## config.mk

```make
export PLATFORM = sky130hd
export DESIGN_NAME = ps2_kbd_rx_flat
export DESIGN_NICKNAME = d
export VERILOG_FILES = /design/src/rtl/ps2_kbd_rx_if.sv /design/src/rtl/ps2_kbd_rx.sv /design/src/flat_wrapper.sv
export SDC_FILE = /design/constraint.sdc
export NUM_CORES = 1
export LEC_CHECK = 0
export CAP_MARGIN = 20
export CORE_MARGIN = 3
export CORE_UTILIZATION = 59
export DETAILED_ROUTE_END_ITERATION = 12
export PLACE_DENSITY_LB_ADDON = 0.2
export SLEW_MARGIN = 0
export SYNTH_ARGS = -nofsm -noshare
export SYNTH_HDL_FRONTEND = slang
export SYNTH_SLANG_ARGS = --single-unit
```

## constraint.sdc

```tcl
create_clock -name clk -period 3 [get_ports clk]
set_input_delay 0.6 -clock clk [delete_from_list [all_inputs] [get_ports clk]]
set_output_delay 0.6 -clock clk [all_outputs]
set_load 0.1 [all_outputs]
```

## src/rtl/ps2_kbd_rx_if.sv

```systemverilog
// ps2_kbd_rx_if: scancode stream from the PS/2 receiver to the keyboard matrix logic
interface ps2_kbd_rx_if;
    logic [7:0] code;
    logic       ext;
    logic       brk;
    logic       valid;
    logic       ready;

    modport master (output code, output ext, output brk, output valid, input ready);
    modport slave  (input code, input ext, input brk, input valid, output ready);
endinterface

```

## src/rtl/ps2_kbd_rx.sv

```systemverilog
// ps2_kbd_rx: PS/2 keyboard receiver with glitch filter, E0/F0 folding and FWFT scancode FIFO
module ps2_kbd_rx #(
    parameter int FILTER_LEN = 8,
    parameter int TIMEOUT    = 25000,
    parameter int FIFO_DEPTH = 4
) (
    input  logic         clk,
    input  logic         reset_n,
    input  logic         ps2_clk,
    input  logic         ps2_dat,
    ps2_kbd_rx_if.master kbd,
    output logic         err_parity,
    output logic         err_frame,
    output logic         err_timeout,
    output logic         overflow
);
    localparam int FW = FILTER_LEN > 1 ? $clog2(FILTER_LEN) : 1;
    localparam int TW = $clog2(TIMEOUT + 1);
    localparam int AW = $clog2(FIFO_DEPTH);

    typedef enum logic [1:0] {IDLE, DATA, PARITY, STOP} state_t;

    logic [1:0]    clk_sync, dat_sync;
    logic          clk_filt;
    logic [FW-1:0] filt_cnt;
    logic          fall, dat;
    state_t        state;
    logic [2:0]    bit_cnt;
    logic [7:0]    shift;
    logic          par_bit;
    logic [TW-1:0] tmo_cnt;
    logic          byte_ok;
    logic          ext_p, brk_p;
    logic [9:0]    mem [FIFO_DEPTH];
    logic [AW-1:0] wp, rp;
    logic [AW:0]   count;
    logic          is_e0, is_f0, push, pop, full, wr;

    assign dat   = dat_sync[1];
    assign fall  = clk_filt && !clk_sync[1] && filt_cnt == FW'(FILTER_LEN - 1);
    assign is_e0 = shift == 8'hE0;
    assign is_f0 = shift == 8'hF0;
    assign push  = byte_ok && !is_e0 && !is_f0;
    assign pop   = kbd.valid && kbd.ready;
    assign full  = count == (AW+1)'(FIFO_DEPTH);
    assign wr    = push && (!full || pop);

    assign kbd.valid = count != '0;
    assign kbd.code  = kbd.valid ? mem[rp][9:2] : 8'h00;
    assign kbd.ext   = kbd.valid && mem[rp][1];
    assign kbd.brk   = kbd.valid && mem[rp][0];

    // bring both pins into the clock domain; idle level of the pulled-up lines is 1
    always_ff @(posedge clk or negedge reset_n) begin
        if (!reset_n) begin
            clk_sync <= 2'b11;
            dat_sync <= 2'b11;
        end else begin
            clk_sync <= {clk_sync[0], ps2_clk};
            dat_sync <= {dat_sync[0], ps2_dat};
        end
    end

    // filtered clock follows the pin only after FILTER_LEN consecutive opposite samples
    always_ff @(posedge clk or negedge reset_n) begin
        if (!reset_n) begin
            clk_filt <= 1'b1;
            filt_cnt <= '0;
        end else if (clk_sync[1] == clk_filt) begin
            filt_cnt <= '0;
        end else if (filt_cnt == FW'(FILTER_LEN - 1)) begin
            clk_filt <= clk_sync[1];
            filt_cnt <= '0;
        end else begin
            filt_cnt <= filt_cnt + 1'b1;
        end
    end

    // frame deserialiser advanced on filtered falls, with in-frame idle timeout
    always_ff @(posedge clk or negedge reset_n) begin
        if (!reset_n) begin
            state       <= IDLE;
            bit_cnt     <= '0;
            shift       <= '0;
            par_bit     <= 1'b0;
            tmo_cnt     <= '0;
            byte_ok     <= 1'b0;
            err_parity  <= 1'b0;
            err_frame   <= 1'b0;
            err_timeout <= 1'b0;
        end else begin
            byte_ok     <= 1'b0;
            err_parity  <= 1'b0;
            err_frame   <= 1'b0;
            err_timeout <= 1'b0;
            if (fall) begin
                tmo_cnt <= '0;
                case (state)
                    IDLE: if (!dat) begin
                        state   <= DATA;
                        bit_cnt <= '0;
                    end
                    DATA: begin
                        shift   <= {dat, shift[7:1]};
                        bit_cnt <= bit_cnt + 1'b1;
                        if (bit_cnt == 3'd7) state <= PARITY;
                    end
                    PARITY: begin
                        par_bit <= dat;
                        state   <= STOP;
                    end
                    default: begin
                        state <= IDLE;
                        if (!(^{shift, par_bit})) err_parity <= 1'b1;
                        else if (!dat)            err_frame  <= 1'b1;
                        else                      byte_ok    <= 1'b1;
                    end
                endcase
            end else if (state != IDLE) begin
                if (tmo_cnt == TW'(TIMEOUT)) begin
                    state       <= IDLE;
                    shift       <= '0;
                    bit_cnt     <= '0;
                    tmo_cnt     <= '0;
                    err_timeout <= 1'b1;
                end else begin
                    tmo_cnt <= tmo_cnt + 1'b1;
                end
            end
        end
    end

    // prefix bytes only arm flags; any other good byte consumes them, even if it is dropped
    always_ff @(posedge clk or negedge reset_n) begin
        if (!reset_n) begin
            ext_p <= 1'b0;
            brk_p <= 1'b0;
        end else if (byte_ok) begin
            if (is_e0)      ext_p <= 1'b1;
            else if (is_f0) brk_p <= 1'b1;
            else begin
                ext_p <= 1'b0;
                brk_p <= 1'b0;
            end
        end
    end

    // FIFO pointers and occupancy; a pop frees the slot a simultaneous push needs
    always_ff @(posedge clk or negedge reset_n) begin
        if (!reset_n) begin
            wp       <= '0;
            rp       <= '0;
            count    <= '0;
            overflow <= 1'b0;
        end else begin
            wp       <= wp + AW'(wr);
            rp       <= rp + AW'(pop);
            count    <= count + (AW+1)'(wr) - (AW+1)'(pop);
            overflow <= push && full && !pop;
        end
    end

    // FIFO storage; contents are only visible while count marks them valid
    always_ff @(posedge clk) begin
        if (wr) mem[wp] <= {shift, ext_p, brk_p};
    end
endmodule

```

## src/flat_wrapper.sv

```systemverilog
// flat-port wrapper written by rule: the top's interface ports become plain ports
module ps2_kbd_rx_flat 
#(
    parameter int FILTER_LEN = 8,
    parameter int TIMEOUT    = 25000,
    parameter int FIFO_DEPTH = 4
)
  (clk, reset_n, ps2_clk, ps2_dat, err_parity, err_frame, err_timeout, overflow, kbd_code, kbd_ext, kbd_brk, kbd_valid, kbd_ready);
  ps2_kbd_rx_if kbd_i ();
  input  logic clk;
  input  logic reset_n;
  input  logic ps2_clk;
  input  logic ps2_dat;
  output logic err_parity;
  output logic err_frame;
  output logic err_timeout;
  output logic overflow;
  output wire logic [$bits(kbd_i.code)-1:0] kbd_code;
  output wire logic [$bits(kbd_i.ext)-1:0] kbd_ext;
  output wire logic [$bits(kbd_i.brk)-1:0] kbd_brk;
  output wire logic [$bits(kbd_i.valid)-1:0] kbd_valid;
  input wire logic [$bits(kbd_i.ready)-1:0] kbd_ready;
  assign kbd_code = kbd_i.code;
  assign kbd_ext = kbd_i.ext;
  assign kbd_brk = kbd_i.brk;
  assign kbd_valid = kbd_i.valid;
  assign kbd_i.ready = kbd_ready;
  ps2_kbd_rx #(.FILTER_LEN(FILTER_LEN), .TIMEOUT(TIMEOUT), .FIFO_DEPTH(FIFO_DEPTH)) u_core (.clk(clk), .reset_n(reset_n), .ps2_clk(ps2_clk), .ps2_dat(ps2_dat), .kbd(kbd_i), .err_parity(err_parity), .err_frame(err_frame), .err_timeout(err_timeout), .overflow(overflow));
endmodule
```

-- Word-level counts from Yosys, hierarchy flattened
Memories as Yosys holds them, arrays and structs flattened.
Index checks and enable logic that the tools add are counted.
- $add $sub $neg: 7
- eq/ne operators: 14
- mux-type cells: 40
- bitwise operators: 2
- reduce and logical (&&, ||, !) cells: 30
- operators by type and width (operator ; number):
    2-to-1 mux 15 bit ; 3
    2-to-1 mux 8 bit ; 5
    2-to-1 mux 1 bit ; 19
    2-to-1 mux 3 bit ; 6
    == test 8 bit (second input constant) ; 2
    adder 15 x 1 -> 15 bit (second input constant) ; 1
    == test 15 bit (second input constant) ; 1
    logical AND 1 bit ; 10
    2-to-1 mux 2 bit ; 5
    == test 3 bit (second input constant) ; 3
    inequality test 3 bit (second input constant) ; 3
    parity 9 bit ; 1
    AND reduction 2 bit ; 4
    AND reduction 4 bit ; 2
    adder 3 x 1 -> 3 bit (second input constant) ; 2
    one-hot mux 2 bit (3 select lines) ; 1
    one-hot mux 3 bit (2 select lines) ; 1
    nonzero test 2 bit ; 3
    logical NOT 1 bit ; 5
    adder 2 x 1 -> 2 bit ; 2
    adder 3 x 1 -> 3 bit ; 1
    AND reduction 3 bit ; 1
    nonzero test 3 bit ; 1
    OR reduction 3 bit ; 1
    9 further kinds ; 10
- register bits: 51
- RAM bits: 40
- input bits: 5
- output and inout bits: 15
- word-level logic and storage cells: 113
- memories: 1
- memories (memory ; depth ; bits a word ; rd ports ; clocked after Yosys merged registers in ; write ports ; line ; RTL):
    u_core.mem ; 4 ; 10 ; 1 ; 0 ; 1 ; ps2_kbd_rx.sv:34 ; logic [9:0] mem [FIFO_DEPTH];

-- Logic depth before layout (Yosys ltp)
- word-level depth: 7
- gate-level depth with buffers: 10
- gate-level depth less buffers: 9

-- Worst setup path before layout
OpenSTA, ideal clock, no wires.
- path type: flip-flop to output port
- start: register u_core.rp[1]
- end: output port kbd_code[0]
- data arrival time: 2277 ps
- data required time: 2400 ps
- setup slack: 123 ps
- stages on the path, launching flop included: 4
- path buffers: 1
- cells stage by stage: dfrtp_1 -> clkbuf_1 -> mux4_2 -> nor2b_1
- longest elaborated chain between the ends: 2
- RTL lines (element ; line ; RTL):
    start, declared ; ps2_kbd_rx.sv:35 ; logic [AW-1:0] wp, rp;
    start signal, assigned ; ps2_kbd_rx.sv:157 ; rp <= rp + AW'(pop);
    memory (4 x 10 bit) ; -- ;
    2-to-1 mux 8 bit ; ps2_kbd_rx.sv:49 ; assign kbd.code = kbd.valid ? mem[rp][9:2] : 8'h00;
    end, declared ; flat_wrapper.sv:18 ; output wire logic [$bits(kbd_i.code)-1:0] kbd_code;
No other way between the ends.

-- Final worst setup path
- start: register u_core.rp[0]
- end: output port kbd_code[5]
Same word-level chain as after synthesis.

==> out/results.ini <==
[run_status]
status=finished, final reports clean

[detailed_routing]
vias=2378
antenna_left=0
dr.pass1.iters=4
drtIter0Drc=133
drt-total-wl_um=6650
wire_per_inst_um=16.5
drc_errors=0
vias_per_cell=5.92

[clock_tree]
cts.sinks=91
clk_path_buf_depth=2
cts_hold_buf=0
cts_resized=0
post_cts_buffers=0
numCtsBuffers=9
cts_tree=yes
clk-insertion-delay-late_ns=0.36
root_buffer=clkbuf_8
path_clk_slew_ns=0.09
htreeDepth=3

[timing]
finalHoldViolCount=0
finalSetupViolCount=0
period_minus_slack_ns=2.68
rsz0062_at_grt=no
slew_headroom_pct=51.1
fmaxAchievable_ghz=0.373
period_share_pct=89.3
slew_violations=0
worstMarginPinSlew_ns=0.731
fin_skew_ns=0.0121
fin_setup_tns_ns=0

[grt]
grt_pass1_wl_um=11200
grt_use_total_pct=19.3
grt_max_degree=33
grt_pass1_vias=2316
antenna_found_initial=0
grt_overflow=0

[floorplanning]
die_y_um=88.6
placement_rows=29
fp.dieW_um=88.6
coreArea_mm2=0.00649
die-area_mm2=0.00784
start_util_pct=61.9
ios=20

[power]
power_per_cell_area_mw_per_mm2=612
leakagePower_nw=1.87
power.total_mw=2.74
peakVddDrop_mv=0.268

[synthesis]
yosys_register_bits=91
postSynthCellCount=291
synth_area_per_cell_um2=13.8
yosysWarnings=0
synth_seq_area_share_pct=61.7
syn_area_mm2=0.00402
synth_nets=313
synth_flop_cell=dfrtp_1
synth_edf_count=40
async_flop_share_pct=56.0
ys_types=51

[cells_and_area]
area_delta_synth_final_pct=11.2
finalInstanceArea_mm2=0.00447
layout_commonest_cell=dfrtp_1
drive_gt1_share_pct=17.8
final_cell_mix=dfrtp_1 (46), edfxtp_1 (40), buf_4 (21), nand2_1 (18), inv_1 (17)
final_nets=342
num_antenna_cells=0

[placement]
routabilityCongestion=0.853
place_area_mm2=0.00428
place_hpwl_um=4380
port_buffers=19

[critical_path]
worstPathMaxFanout=11
path_cells=mux4_2, nor2b_1, buf_4
cp_slowest_cell=dfrtp_1
critPathArrivalTime_ns=2.08
worstSetupStartpointType=register
required_ns=2.40
slowest_delay_ns=0.76
worstSetupEndpointType=output port
worst-setup-path-type=reg2out

[job]
drv_cap=0

[worst_hold_path]
hold_path.class=in2async

[routing by layer]
layer / vias to the layer above / track usage, % / share of wire, %
met2: 43 / 30.8 / 50
met1: 1184 / 25.4 / 45
met5: - / 0 / 0
met3: 11 / 5.31 / 3.4
li1: 1140 / - / -
met4: 0 / 7.69 / 2.0
[stage by stage]
step	utilization [%]	std cells	hold WS, ns	setup WS [ns]
floorplan	-	291	0.304	0.123
global placement	65.9	386	0.347	0.322
detailed placement	65.9	386	0.347	0.290
finish	68.9	402	0.167	0.320
global route	68.9	402	0.177	0.161
CTS	68.9	402	0.174	0.264
[sequential cells by signal, indices dropped and copies added (netlist names)]
signal / count
u_core.err_timeout: 1
u_core.rp: 2
u_core.clk_filt: 1
u_core.ext_p: 1
u_core.shift: 8
u_core.dat_sync: 2
u_core.state: 2
u_core.err_frame: 1
u_core.filt_cnt: 3
u_core.overflow: 1
u_core.wp: 2
u_core.count: 3
u_core.err_parity: 1
u_core.byte_ok: 1
u_core.mem: 40
u_core.tmo_cnt: 15
u_core.brk_p: 1
u_core.par_bit: 1
u_core.bit_cnt: 3
u_core.clk_sync: 2
[power by group]
group | internal, mW | switching [mW] | total (mW) | leakage (nW)
logic | 0.171 | 0.306 | 0.477 | 0.700
clock network | 0.390 | 0.418 | 0.808 | 0.0943
registers | 1.35 | 0.104 | 1.45 | 1.07
[path summary, 6_finish.rpt]
path / slack, ns / start / cells past startpoint / endpoint
max reg2reg: 0.81 / u_core.count[1] / 10 / u_core.count[2]
max: 0.32 / u_core.rp[0] / 3 / kbd_code[5]
min reg2reg: 0.36 / u_core.dat_sync[0] / 0 / u_core.dat_sync[1]
min: 0.17 / reset_n / 1 / u_core.rp[0]
max in group asynchronous: 2.02 / reset_n / 2 / u_core.dat_sync[0]
min in group clk: 0.36 / u_core.dat_sync[0] / 0 / u_core.dat_sync[1]
[layout make-up]
| class | count | area (um^2) |
|---|---|---|
| Sequential cell | 91 | 2480 |
| Clock inverter | 5 | 60.1 |
| Inverter | 17 | 63.8 |
| Tap cell | 77 | 96.3 |
| Timing Repair Buffer | 25 | 193 |
| Fill cell | 438 | 2020 |
| Clock buffer | 11 | 131 |
| Multi-Input combinational cell | 176 | 1450 |
[worst max-delay path: cells and delay by family (launching register included)]
kind | cells | cell delay [ns]
flops | 1 | 0.76
mux | 1 | 0.58
buf+inv | 1 | 0.23
simple gates | 1 | 0.14
[cells by family after synthesis]
logic type | synth area share [%]
mux | 5.88
xor+xnor | 4.26
flops | 61.7
buf+inv | 2.30
fa+ha+maj | 5.47
compound gates | 7.65
simple gates | 12.7
[cells in the mapped netlist, types with 2 or more instances]
cell type / number / area [um^2]
a31oi_1: 2 / 12.5
xnor2_1: 11 / 96.3
buf_2: 2 / 10.0
ha_1: 16 / 200
nand4_1: 4 / 25.0
mux4_2: 10 / 225
edfxtp_1: 40 / 1200
or3_1: 2 / 12.5
or4_1: 3 / 22.5
nor3b_1: 3 / 22.5
clkbuf_1: 5 / 18.8
a22o_1: 10 / 87.6
dfstp_2: 5 / 131
a32o_1: 2 / 20.0
o41ai_1: 2 / 17.5
nand3b_1: 2 / 15.0
nor2b_1: 16 / 100
nor4_1: 2 / 12.5
a21oi_1: 5 / 25.0
nand4b_1: 2 / 17.5
and3_1: 3 / 18.8
o21ai_0: 5 / 25.0
nor2_1: 15 / 56.3
inv_1: 17 / 63.8
xor2_1: 6 / 52.6
nand2_1: 18 / 67.6
o31ai_1: 2 / 15.0
dfrtp_1: 46 / 1150
nor3_1: 10 / 50.1
nand3_1: 4 / 20.0
Power figures use the tool's default switching activity.
